### config.mk
export PLATFORM = sky130hd
export DESIGN_NAME = gray_sched
export DESIGN_NICKNAME = d
export VERILOG_FILES = /design/src/rtl/gray_sched.sv
export SDC_FILE = /design/constraint.sdc
export NUM_CORES = 1
export LEC_CHECK = 0
export CORE_ASPECT_RATIO = 0.8
export CORE_MARGIN = 2
export CORE_UTILIZATION = 40
export CTS_BUF_LIST = sky130_fd_sc_hd__clkbuf_4 sky130_fd_sc_hd__clkbuf_8
export DETAILED_ROUTE_END_ITERATION = 12
export GPL_TIMING_DRIVEN = 1
export PLACE_DENSITY = 0.65
export SLEW_MARGIN = 20
export SYNTH_ARGS = -nofsm -noshare
export SYNTH_HDL_FRONTEND = slang
export SYNTH_SLANG_ARGS = --single-unit
### constraint.sdc
create_clock -name clk -period 2.3 [get_ports clk]
set_input_delay 0.46 -clock clk [delete_from_list [all_inputs] [get_ports clk]]
set_output_delay 0.46 -clock clk [all_outputs]
set_load 0.01 [all_outputs]
### src/rtl/gray_sched.sv
// Round-robin arbiter granting a shared Gray-code counter to one requester per run.
// Runs count 0..len_q; done pulses on completion, abort pulses when the winner drops req mid-run.
module gray_sched #(
  parameter int CBITS = 8,
  parameter int NREQ  = 4
) (
  input  logic             clk,
  input  logic             rst,
  input  logic [NREQ-1:0]  req,
  input  logic [CBITS-1:0] len,
  output logic [NREQ-1:0]  gnt,
  output logic             busy,
  output logic [CBITS-1:0] gray_c,
  output logic             done,
  output logic             abort
);

  localparam int PW = (NREQ > 1) ? $clog2(NREQ) : 1;

  typedef enum logic [1:0] {
    IDLE = 2'd0,
    RUN  = 2'd1,
    DONE = 2'd2
  } state_t;

  state_t           state, state_nxt;
  logic [CBITS-1:0] cnt, cnt_nxt;
  logic [CBITS-1:0] len_q, len_nxt;
  logic [PW-1:0]    ptr, ptr_nxt;
  logic [PW-1:0]    winner, win_nxt;
  logic [NREQ-1:0]  gnt_nxt;
  logic             busy_nxt;
  logic [CBITS-1:0] gray_nxt;
  logic             done_nxt;
  logic             abort_nxt;

  logic             found;
  logic [PW-1:0]    win_sel;
  logic [CBITS-1:0] cnt_inc;

  assign cnt_inc = cnt + CBITS'(1);

  // Scan upward from ptr+1 so the last winner becomes lowest priority.
  always_comb begin
    found   = 1'b0;
    win_sel = '0;
    for (int i = 1; i <= NREQ; i++) begin
      if (!found && req[(int'(ptr) + i) % NREQ]) begin
        found   = 1'b1;
        win_sel = PW'((int'(ptr) + i) % NREQ);
      end
    end
  end

  always_comb begin
    state_nxt = state;
    cnt_nxt   = cnt;
    len_nxt   = len_q;
    ptr_nxt   = ptr;
    win_nxt   = winner;
    gnt_nxt   = gnt;
    busy_nxt  = busy;
    gray_nxt  = gray_c;
    done_nxt  = 1'b0;
    abort_nxt = 1'b0;
    case (state)
      IDLE: begin
        gnt_nxt  = '0;
        busy_nxt = 1'b0;
        if (found) begin
          state_nxt        = RUN;
          win_nxt          = win_sel;
          len_nxt          = len;
          cnt_nxt          = '0;
          gnt_nxt[win_sel] = 1'b1;
          busy_nxt         = 1'b1;
          gray_nxt         = '0;
        end
      end
      RUN: begin
        // A dropped request wins over completion on the same edge.
        if (!req[winner]) begin
          state_nxt = IDLE;
          gnt_nxt   = '0;
          busy_nxt  = 1'b0;
          abort_nxt = 1'b1;
          ptr_nxt   = winner;
        end else if (cnt == len_q) begin
          state_nxt = DONE;
          gnt_nxt   = '0;
          busy_nxt  = 1'b0;
          done_nxt  = 1'b1;
          ptr_nxt   = winner;
        end else begin
          cnt_nxt  = cnt_inc;
          gray_nxt = cnt_inc ^ (cnt_inc >> 1);
        end
      end
      DONE: begin
        state_nxt = IDLE;
      end
      default: begin
        state_nxt = IDLE;
        gnt_nxt   = '0;
        busy_nxt  = 1'b0;
      end
    endcase
  end

  always_ff @(posedge clk) begin
    if (rst) begin
      state  <= IDLE;
      cnt    <= '0;
      len_q  <= '0;
      ptr    <= PW'(NREQ - 1);
      winner <= '0;
      gnt    <= '0;
      busy   <= 1'b0;
      gray_c <= '0;
      done   <= 1'b0;
      abort  <= 1'b0;
    end else begin
      state  <= state_nxt;
      cnt    <= cnt_nxt;
      len_q  <= len_nxt;
      ptr    <= ptr_nxt;
      winner <= win_nxt;
      gnt    <= gnt_nxt;
      busy   <= busy_nxt;
      gray_c <= gray_nxt;
      done   <= done_nxt;
      abort  <= abort_nxt;
    end
  end

endmodule
# After elaboration in Yosys (flattened, before gate mapping)
# Index checks and enable logic that the tools add are counted.
# totals
reg_bits	37
latchBits	0
ram_bits	0
romBits	0
out_inout_bits	15
wordCells	105
mem_count	0
# op_classes
addsub	5
multipliers	0
n_div	0
magnitude_cmp	7
n_eq_ne	8
shift	0
muxes	47
bitwise	8
n_reduce_logical	20
# op_table
cell	n
8-bit 2-to-1 mux	5
8-bit one-hot mux with 2 select lines	2
1-bit 2-to-1 mux	19
2-bit 2-to-1 mux	9
3-bit by 4-bit less-than comparator with 1-bit output, second input constant	4
4-bit 2-to-1 mux	3
4-bit one-hot mux with 3 select lines	1
1-bit binary-select mux with 2-bit select	5
2-bit OR reduction	5
8-bit by 1-bit adder with 8-bit output, second input constant	1
8-bit equality test	1
2-bit AND reduction	4
8-bit by 7-bit XOR with 8-bit output	1
2-bit by 3-bit less-than comparator with 1-bit output, second input constant	2
2-bit inequality test, second input constant	3
2-bit by 1-bit adder with 2-bit output, second input constant	2
2-bit adder, second input constant	2
1-bit AND, first input constant	4
1-bit logical AND	4
2-bit one-hot mux with 2 select lines	1
4-bit AND reduction	1
1-bit logical NOT	3
3-bit inequality test, second input constant	1
1-bit NOT	3
other kinds (9)	9

# Longest topological paths before layout
# Gate-level depths: netlist (run 1).
# logic_depth
ltp_word	22
depth_mapped	7

# Worst setup path before layout (run 1)
# No wires, ideal clock.
# synth_timing
kind	in2reg
start	input port req[3]
end	register gnt[0]
setup_time_ns	0.131
arrival_time_ns	1.590
setup_slack_ns	0.579
cell_stages	6
path_cell_list	mux4_2 -> nand2_1 -> a31o_1 -> buf_2 -> and2_1 -> o32ai_1
# synth_between
elab_chain_len	19
elab_cells_between_ends	38
cone_classes	order compare (2); eq/ne (1); mux (27); reduce/logical (8)
# synth_lines
item	line_no	rtl
from (decl)	9	input logic [NREQ-1:0] req,
1-bit binary-select mux with 2-bit select	48	if (!found && req[(int'(ptr) + i) % NREQ]) begin
1-bit 2-to-1 mux (implied by the code) (2 in series)	48	
1-bit 2-to-1 mux	48	
1-bit logical NOT	48	
1-bit logical AND	48	
1-bit 2-to-1 mux	48	
1-bit logical NOT	48	
1-bit logical AND	48	
(+2 left out)	-	
1-bit logical AND	48	
2-bit 2-to-1 mux	48	
2-bit by 3-bit less-than comparator with 1-bit output (implied by the code) or 2-bit by 1-bit >= comparator with 1-bit output (tied branches)	75	gnt_nxt[win_sel] = 1'b1;
1-bit logical AND (implied by the code)	75	
1-bit 2-to-1 mux (implied by the code)	75	
1-bit demux with 2-bit select	75	
4-bit 2-to-1 mux	70	if (found) begin
4-bit one-hot mux with 3 select lines	66	case (state)
to (signal assigned)	128	gnt <= gnt_nxt;
to (decl)	11	output logic [NREQ-1:0] gnt,
# Parallel ways exist; a longest one is shown, timed or not. The select of a mux whose other input is x is not followed.
# A chain may end at the register's enable or synchronous reset.

# Worst setup path in the final report (run 1)
# layout_timing
start	input port req[3]
end	register gnt[2]
# Same word-level chain as after synthesis.

==> flow_summary_export.csv, run 1 <==
group,metric,value,unit
routing,vias_per_cell,5.09,
synthesis,ys_types,40,
synthesis,yosysWarnings,0,
timing,setup_violations,0,
die,rows,21,
routing,ant_nets,0,
synthesis,synth_area,0.00177,mm²
setup_path,critical_path.max_stage_delay,0.50,ns
timing,slew_viol_final,0,
timing,finClkSkew,0.00211,ns
layout,synthToLayoutAreaGrowth,25.7,%
timing,layout_min_cycle_time,1.93,ns
global_routing,grt_pass1_vias,1363,
routing,vias,1537,
setup_path,critical_path_required,2.47,ns
global_routing,grt_usage,16.7,%
clocking,htreeDepth,2,
clocking,cts_buffers,5,
power,internal-power,1010,µW
timing,rsz0062_at_grt,"false",
setup_path,cp_slowest_cell,"mux4_2",
setup_path,path_cells,"clkdlybuf4s50_1 > mux4_2 > nand2_1 > a31o_1 > buf_4 > a21oi_1 > a32o_1",
clocking,clk_latency,0.28,ns
clocking,cts_tree,"built",
setup_path,worstSetupPathType,"in2reg",
global_routing,antenna_found_initial,0,
synthesis,syn_nets,229,
setup_path,start_kind,"input pin",
min_path,hp-class,"reg2reg",
power,cellPowerDensity,634,mW/mm²
layout,diodes,0,
timing,worst_slew_pin_slew,0.552,ns
synthesis,synth-seq-cells,36,
synthesis,syn_inst,214,
power,pwr-share-seq,49.9,%
placed_design,dp_hpwl,2770,µm
clocking,clock_path_buffers,2,
die,fp.dieW,78.4,µm
clocking,clkTransAtPathRegs,0.06,ns
setup_path,critPathCaptureType,"flip-flop",
die,io_pins,29,
power,swShare,28.2,%
timing,timing.fmax,517,MHz
synthesis,syn_area_per_cell,8.27,µm²
placed_design,io_buffers,28,
layout,ff_latch_area,721,µm²
clocking,cts_num_sinks,36,
setup_path,critPathArrivalTime,2.11,ns
power,peakVddDrop,339,µV
routing,first_iter_violations,75,
setup_path,cp.buffers_inverters,2,
layout,utilization,52.9,%
die,dieHeight,63.5,µm
setup_path,worstPathMaxFanout,5,
die,core,0.00420,mm²
timing,hold_violations,0,
global_routing,grt_overflow_total,0,
timing,timing.setup.tns,0,ns
routing,drt_pass1_iterations,5,
die,initial_core_util,42.1,%
power,power.switching,398,µW
power,clkPwrFrac,27.7,%
layout,drive_gt1_share,9.39,%
power,combPwrFrac,22.4,%
clocking,cts_root_buffer,"clkbuf_8",
power,power_leakage,0.000874,µW
routing,drt-total-wl,3840,µm
placed_design,gp_congestion,0.750,
clocking,cts_resized,0,
run_status,status,"completed",
routing,drc_errors,0,
timing,post-route-period-util,84.1,%
synthesis,seq_area_frac_synth,40.7,%
timing,relSlewSlack,63.1,%
routing,wl_per_cell,12.7,µm
clocking,cts_setup_buffers,0,
layout,fin_nets,262,
global_routing,grt_pass1_wl,6530,µm
clocking,cts_hold_buf,0,
setup_path,crit_family,"buffers and inverters",
layout,multiInputGateArea,962,µm²
flow_run,maxCapViolCount,0,
layout,n_fill_cell,435,
global_routing,grt_max_degree,18,
die,dieArea,0.00497,mm²
cell type report:
class                      instances  share of cell area, %
clock buffer                       5                   3.10
inverter                           4                  0.675
multi-input combinational        158                   43.3
sequential                        36                   32.4
tap                               57                   3.21
timing repair buffer              42                   17.3
layout by cell type (no fill, tap or decap), types with 9 or more instances in the layout:
cell	count
nand3_1	17
xor2_1	11
nor2_1	20
a21oi_1	21
xnor2_1	9
dfxtp_1	36
clkdlybuf4s50_1	28
o31ai_1	9
nand2_1	24
buf_4	14
worst min-delay path, stage by stage (launching register included):
cell     delay [ns]
dfxtp_1        0.31
nand3_1        0.06
o31ai_1        0.05
through the flow:
| step | hold WS [ns] | setup WS [ns] | area [µm²] | total power (µW) | std cells |
|---|---|---|---|---|---|
| after floorplan | 0.448 | 0.579 | 1770 | 902 | 214 |
| after global routing | 0.482 | 0.315 | 2220 | 1490 | 302 |
| after detailed placement | 0.458 | 0.111 | 2150 | 1030 | 297 |
| final | 0.463 | 0.366 | 2220 | 1410 | 302 |
| after CTS | 0.467 | 0.389 | 2220 | 1430 | 302 |
| after global placement | 0.456 | 0.163 | 2150 | 1030 | 297 |
sequential cells by signal (all words and copies together) (netlist names), 2 cells and up:
register / count
len_q: 8
winner: 2
state: 2
ptr: 2
gray_c: 8
cnt: 7
gnt: 4
power groups by stage:
stage / Combinational (µW) / Clock (µW) / Sequential [µW]
floorplan: 195 / 0 / 707
global placement: 310 / 0 / 717
detailed placement: 315 / 0 / 717
CTS: 317 / 406 / 703
global route: 346 / 436 / 709
finish: 315 / 391 / 703
final timing paths:
| path | startpoint | slack, ns | depth (start not counted) | endpoint |
|---|---|---|---|---|
| setup / recovery | req[3] | 0.37 | 7 | gnt[2]$_SDFFE_PP0P_ |
| hold / removal | gray_c[5]$_SDFFE_PP0P_ | 0.46 | 2 | gray_c[5]$_SDFFE_PP0P_ |
| setup reg to reg | cnt[2]$_SDFFE_PP0P_ | 0.46 | 6 | gnt[2]$_SDFFE_PP0P_ |
| hold reg to reg | gray_c[5]$_SDFFE_PP0P_ | 0.46 | 2 | gray_c[5]$_SDFFE_PP0P_ |
layer usage:
metal	GRT usage, %	routed length, µm	part of all wire [%]	vias up
met5	0	0	0	-
li1	-	-	-	799
met1	24.1	2020	53	694
met4	6.58	46	1.2	0
met2	23.6	1590	41	39
met3	4.30	179	4.7	5
synthesized netlist by cell type:
cell type	number	share of area, %
a211o_1	2	0.99
a211oi_1	1	0.42
a21bo_2	1	0.57
a21boi_1	1	0.42
a21oi_1	21	5.9
a31o_1	1	0.50
a31oi_1	2	0.71
a32o_1	1	0.57
and2_1	4	1.4
buf_1	1	0.21
buf_2	6	1.7
buf_4	1	0.42
clkbuf_1	8	1.7
dfxtp_1	36	41
ha_1	1	0.71
inv_1	4	0.85
mux2i_1	3	1.7
mux4_2	1	1.3
nand2_1	24	5.1
nand2b_1	6	2.1
nand3_1	17	4.8
nand3b_1	1	0.42
nand4_1	2	0.71
nand4b_1	2	0.99
nor2_1	20	4.2
nor2b_1	3	1.1
nor3_1	3	0.85
nor4_1	1	0.35
o21ai_0	1	0.28
o21bai_1	2	0.85
o221a_2	1	0.64
o22ai_1	1	0.35
o2bb2ai_1	2	0.99
o31ai_1	9	3.8
o32ai_1	1	0.50
or2_2	1	0.35
or3_1	1	0.35
or3b_1	1	0.50
xnor2_1	9	4.5
xor2_1	11	5.4
cell families after synthesis:
| group | count (synthesis) | share of synthesized area [%] |
|---|---|---|
| DFF | 36 | 40.7 |
| xor gates and xnor gates | 20 | 9.90 |
| AOI/OAI and AO/OA | 47 | 17.5 |
| muxes | 4 | 2.97 |
| buffers and inverters | 20 | 4.88 |
| and+or+nand+nor | 86 | 23.3 |
| adders and majority gates | 1 | 0.707 |
Note: power is estimated with default switching activity, not from simulation.
==> run 2, diff against run 1 <==
==> constraint.sdc (replaced) <==
create_clock -name clk -period 1.9 [get_ports clk]
set_input_delay 0.38 -clock clk [delete_from_list [all_inputs] [get_ports clk]]
set_output_delay 0.38 -clock clk [all_outputs]
set_load 0.01 [all_outputs]
==> flow_summary_export.csv, run 2 (synthesis results as in run 1) <==
group,metric,value,unit
power,p_total,1850,µW
die,fp.dieW,78.4,µm
setup_path,critical_path.max_stage_delay,0.50,ns
run_status,status,"completed",
timing,post-route-period-util,92.6,%
placed_design,dp_hpwl,2840,µm
routing,first_iter_violations,125,
layout,ff_latch_area,721,µm²
layout,utilization,56.0,%
setup_path,cp.buffers_inverters,2,
setup_path,critPathArrivalTime,1.94,ns
setup_path,critPathCaptureType,"flip-flop",
layout,final_cell_mix,"36 x dfxtp_1, 28 x clkdlybuf4s50_1, 24 x nand2_1, 21 x a21oi_1, 21 x buf_4",
routing,wl_per_cell,12.1,µm
placed_design,gp_congestion,0.747,
setup_path,cp_slowest_cell,"mux4_2",
routing,drc_errors,0,
layout,n_fill_cell,396,
placed_design,pre_cts_ws,-0.269,ns
placed_design,io_buffers,28,
power,cellPowerDensity,788,mW/mm²
clocking,clkTransAtPathRegs,0.07,ns
setup_path,crit_family,"buffers and inverters",
clocking,cts_buffers,5,
timing,slew_viol_final,0,
timing,fin_ws,0.142,ns
clocking,cts_num_sinks,36,
setup_path,start_kind,"input pin",
flow_run,maxCapViolCount,0,
clocking,cts_setup_buffers,0,
timing,hold_violations,0,
layout,mostFrequentLayoutCell,"dfxtp_1",
routing,drt_pass1_iterations,4,
routing,ant_nets,0,
clocking,clk_latency,0.28,ns
layout,layout.cells.non_filler,313,
setup_path,worstSetupPathType,"in2reg",
layout,synthToLayoutAreaGrowth,33.0,%
setup_path,worstPathMaxFanout,5,
clocking,clock_path_buffers,2,
routing,vias,1571,
die,dieArea,0.00497,mm²
global_routing,antenna_found_initial,0,
global_routing,grt_pass1_vias,1286,
routing,vias_per_cell,5.02,
die,io_pins,29,
layout,diodes,0,
setup_path,path_cells,"clkdlybuf4s50_1 > mux4_2 > nand2_1 > a31o_4 > buf_4 > a21oi_1 > a32o_1",
global_routing,grt_pass1_wl,6140,µm
die,initial_core_util,42.1,%
routing,drt-total-wl,3780,µm
timing,setup_violations,0,
timing,timing.fmax,569,MHz
timing,worst_slew_pin_slew,0.370,ns
timing,finClkSkew,0.00530,ns
die,core,0.00420,mm²
global_routing,grt_max_degree,19,
clocking,cts_tree,"built",
die,rows,21,
layout,fin_nets,271,
layout,drive_gt1_share,14.5,%
power,peakVddDrop,442,µV
clocking,htreeDepth,2,
min_path,hp-class,"reg2reg",
power,power_leakage,0.000944,µW
layout,multiInputGateArea,980,µm²
timing,hold_ws,0.465,ns
timing,relSlewSlack,75.2,%
timing,rsz0062_at_grt,"false",
placed_design,placedCellCount,306,
setup_path,critical_path_required,2.08,ns
global_routing,grt_usage,15.6,%
global_routing,grt_overflow_total,0,
die,dieHeight,63.5,µm
timing,layout_min_cycle_time,1.76,ns
clocking,cts_root_buffer,"clkbuf_8",
layout,top_regs,"gray_c: 8 flops, len_q: 8 flops, cnt: 7 flops",
run 2: through the flow:
stage          cell area [µm²]  TNS, ns
4_1_cts                   2330        0
5_1_grt                   2350        0
3_5_place_dp              2230    -3.88
3_3_place_gp              2230    -3.11
2_1_floorplan             1770        0
6_report                  2350        0
run 2: path summary, 6_finish.rpt:
path                                            start                      to  slack, ns  cells past startpoint
worst max-delay path                           req[3]     gnt[2]$_SDFFE_PP0P_       0.14                      7
worst min-delay path            len_q[6]$_SDFFE_PP0P_   len_q[6]$_SDFFE_PP0P_       0.46                      2
worst max register to register    cnt[0]$_SDFFE_PP0P_  gray_c[3]$_SDFFE_PP0P_       0.21                      7
worst min register to register  len_q[6]$_SDFFE_PP0P_   len_q[6]$_SDFFE_PP0P_       0.46                      2
run 2: power by group:
part / internal, µW / switching [µW] / leakage (µW)
Sequential: 805 / 43.9 / 0.000294
Clock: 322 / 248 / 0.0000503
Combinational: 221 / 213 / 0.000600
Total: 1350 / 505 / 0.000944
run 2: layout make-up:
type / count / share of cell area, %
inverters: 4 / 0.638
well taps: 57 / 3.03
clock buffers: 7 / 4.10
repair buffers: 51 / 19.9
multi-input cells: 158 / 41.6
flip-flops and latches: 36 / 30.6
run 2: repair_timing:
| action | 4_1_cts | 5_1_grt |
|---|---|---|
| resized for setup | 0 | 4 |
| hold buffers | 0 | 0 |
| setup endpoints to repair | 0 | 11 |
run 2: routing by layer:
layer	GRT usage (%)	vias up	wire, µm	share of wire (%)
li1	-	824	-	-
met1	24.3	699	2030	54
met2	19.9	43	1510	40
met3	4.30	5	196	5.2
met4	5.26	0	40	1.1
met5	0	-	0	0
run 2: tightest hold or removal path: stages, from the launching register on:
cell and delay, ns:
dfxtp_1 0.32, nand2_1 0.05, a21oi_1 0.05
==> run 3, diff against run 2 <==
--- a/config.mk
+++ b/config.mk
@@ -11,7 +11,7 @@
 export CTS_BUF_LIST = sky130_fd_sc_hd__clkbuf_4 sky130_fd_sc_hd__clkbuf_8
 export DETAILED_ROUTE_END_ITERATION = 12
 export GPL_TIMING_DRIVEN = 1
-export PLACE_DENSITY = 0.65
+export PLACE_DENSITY = 0.67
 export SLEW_MARGIN = 20
 export SYNTH_ARGS = -nofsm -noshare
 export SYNTH_HDL_FRONTEND = slang
==> constraint.sdc (replaced) <==
create_clock -name clk -period 1.4 [get_ports clk]
set_input_delay 0.28 -clock clk [delete_from_list [all_inputs] [get_ports clk]]
set_output_delay 0.28 -clock clk [all_outputs]
set_load 0.01 [all_outputs]
==> flow_summary_export.csv, run 3 (synthesis results as in run 1) <==
group,metric,value,unit
die,dieHeight,63.5,µm
clocking,cts_hold_buf,0,
die,fp.dieW,78.4,µm
placed_design,placedCellCount,319,
global_routing,grt_overflow_total,0,
timing,setup_violations,25,
clocking,clock_path_buffers,2,
die,dieArea,0.00497,mm²
power,power_leakage,0.00113,µW
timing,layout_min_cycle_time,1.69,ns
layout,n_fill_cell,371,
timing,slew_viol_final,0,
power,p_total,2630,µW
die,io_pins,29,
placed_design,pre_cts_ws,-0.649,ns
setup_path,critical_path_required,1.58,ns
flow_run,maxCapViolCount,0,
routing,drt-total-wl,4110,µm
timing,worst_slew_pin_slew,0.662,ns
run_status,violations,"negative setup slack",
global_routing,grt_usage,16.6,%
timing,finClkSkew,0.00638,ns
timing,fin_ws,-0.294,ns
power,cellPowerDensity,988,mW/mm²
run_status,status,"finished, violations left",
routing,vias_per_cell,5.07,
setup_path,start_kind,"flip-flop",
layout,synthToLayoutAreaGrowth,50.6,%
setup_path,worstSetupPathType,"reg2reg",
routing,wl_per_cell,12.6,µm
timing,post-route-period-util,121,%
clocking,cts_root_buffer,"clkbuf_8",
timing,timing.setup.tns,-5.18,ns
routing,drc_errors,0,
timing,rsz0062_at_grt,"true",
timing,hold_violations,0,
routing,first_iter_violations,106,
routing,drt_pass1_iterations,4,
clocking,cts_num_sinks,36,
placed_design,placedInstanceArea,0.00232,mm²
layout,drive_gt1_share,32.6,%
routing,ant_nets,0,
die,initial_core_util,42.1,%
setup_path,critPathArrivalTime,1.88,ns
layout,fin_nets,285,
global_routing,antenna_found_initial,0,
die,rows,21,
setup_path,worstPathMaxFanout,7,
die,core,0.00420,mm²
layout,top_regs,"gray_c: 8 flops, len_q: 8 flops, cnt: 7 flops",
setup_path,critPathCaptureType,"flip-flop",
clocking,cts_buffers,5,
placed_design,gp_congestion,0.819,
power,peakVddDrop,518,µV
layout,layout.cells.non_filler,327,
clocking,clk_latency,0.29,ns
timing,timing.fmax,590,MHz
placed_design,dp_hpwl,2850,µm
layout,mostFrequentLayoutCell,"buf_4",
global_routing,grt_max_degree,19,
global_routing,grt_pass1_vias,1435,
layout,diodes,0,
clocking,clkTransAtPathRegs,0.07,ns
layout,final_cell_mix,"31 x buf_4, 30 x dfxtp_1, 24 x nand2_1, 17 x dlygate4sd2_1, 16 x a21oi_1",
routing,vias,1658,
global_routing,grt_pass1_wl,6460,µm
clocking,cts_tree,"built",
placed_design,io_buffers,28,
clocking,htreeDepth,2,
timing,relSlewSlack,55.8,%
min_path,hp-class,"reg2reg",
layout,stdcell_area,0.00267,mm²
==> run 3: cell types whose count changed in the layout (fill, tap and decap cells not counted), sizes merged <==
cell	previous run	this run
buf	23	36
clkbuf	7	8
clkdlybuf4s50	28	9
dlygate4sd2	0	17
dlymetal6s2s	0	2
==> run 3: critical path, stage by stage (launching register included) <==
cell	delay [ns]
dfxtp_2	0.33
xor2_1	0.15
nor4_1	0.33
buf_4	0.18
a31o_4	0.22
buf_6	0.14
a21oi_4	0.05
a32o_1	0.20
==> run 3: repair_timing <==
| item | 4_1_cts | 5_1_grt |
|---|---|---|
| pin swaps | 14 | 9 |
| cloned | 0 | 1 |
| setup buffers | 0 | 0 |
| setup endpoints to repair | 48 | 37 |
| resized for setup | 39 | 32 |
==> run 3: final timing paths <==
kind | start | endpoint | slack [ns] | depth (start not counted)
setup reg to reg | len_q[3]$_SDFFE_PP0P_ | gnt[2]$_SDFFE_PP0P_ | -0.29 | 7
setup / recovery | len_q[3]$_SDFFE_PP0P_ | gnt[2]$_SDFFE_PP0P_ | -0.29 | 7
hold reg to reg | gnt[3]$_SDFFE_PP0P_ | gnt[3]$_SDFFE_PP0P_ | 0.46 | 1
hold / removal | gnt[3]$_SDFFE_PP0P_ | gnt[3]$_SDFFE_PP0P_ | 0.46 | 1
==> run 3: power breakdown <==
group          switching [µW]  internal (µW)
clock network             346            438
registers                49.5           1100
logic                     351            351
==> run 3: area by class of cell <==
type	count	area, µm²	area share (%)
flip-flops and latches	36	728	27.3
clock buffers	7	96.3	3.62
multi-input cells	158	1170	44.0
repair buffers	65	582	21.8
well taps	57	71.3	2.68
inverters	4	15.0	0.563
==> run 3: layer usage <==
layer | GRT usage (%) | wire length (µm)
met1 | 24.1 | 2130
met2 | 23.3 | 1730
met5 | 0 | 0
met4 | 6.58 | 53
met3 | 4.15 | 191
==> run 3: stage by stage <==
| stage | utilization [%] | hold slack [ns] |
|---|---|---|
| 6_report | 63.4 | 0.459 |
| 4_1_cts | 59.5 | 0.466 |
| 3_3_place_gp | 55.3 | 0.457 |
| 2_1_floorplan | - | 0.416 |
| 3_5_place_dp | 55.3 | 0.450 |
| 5_1_grt | 63.4 | 0.482 |
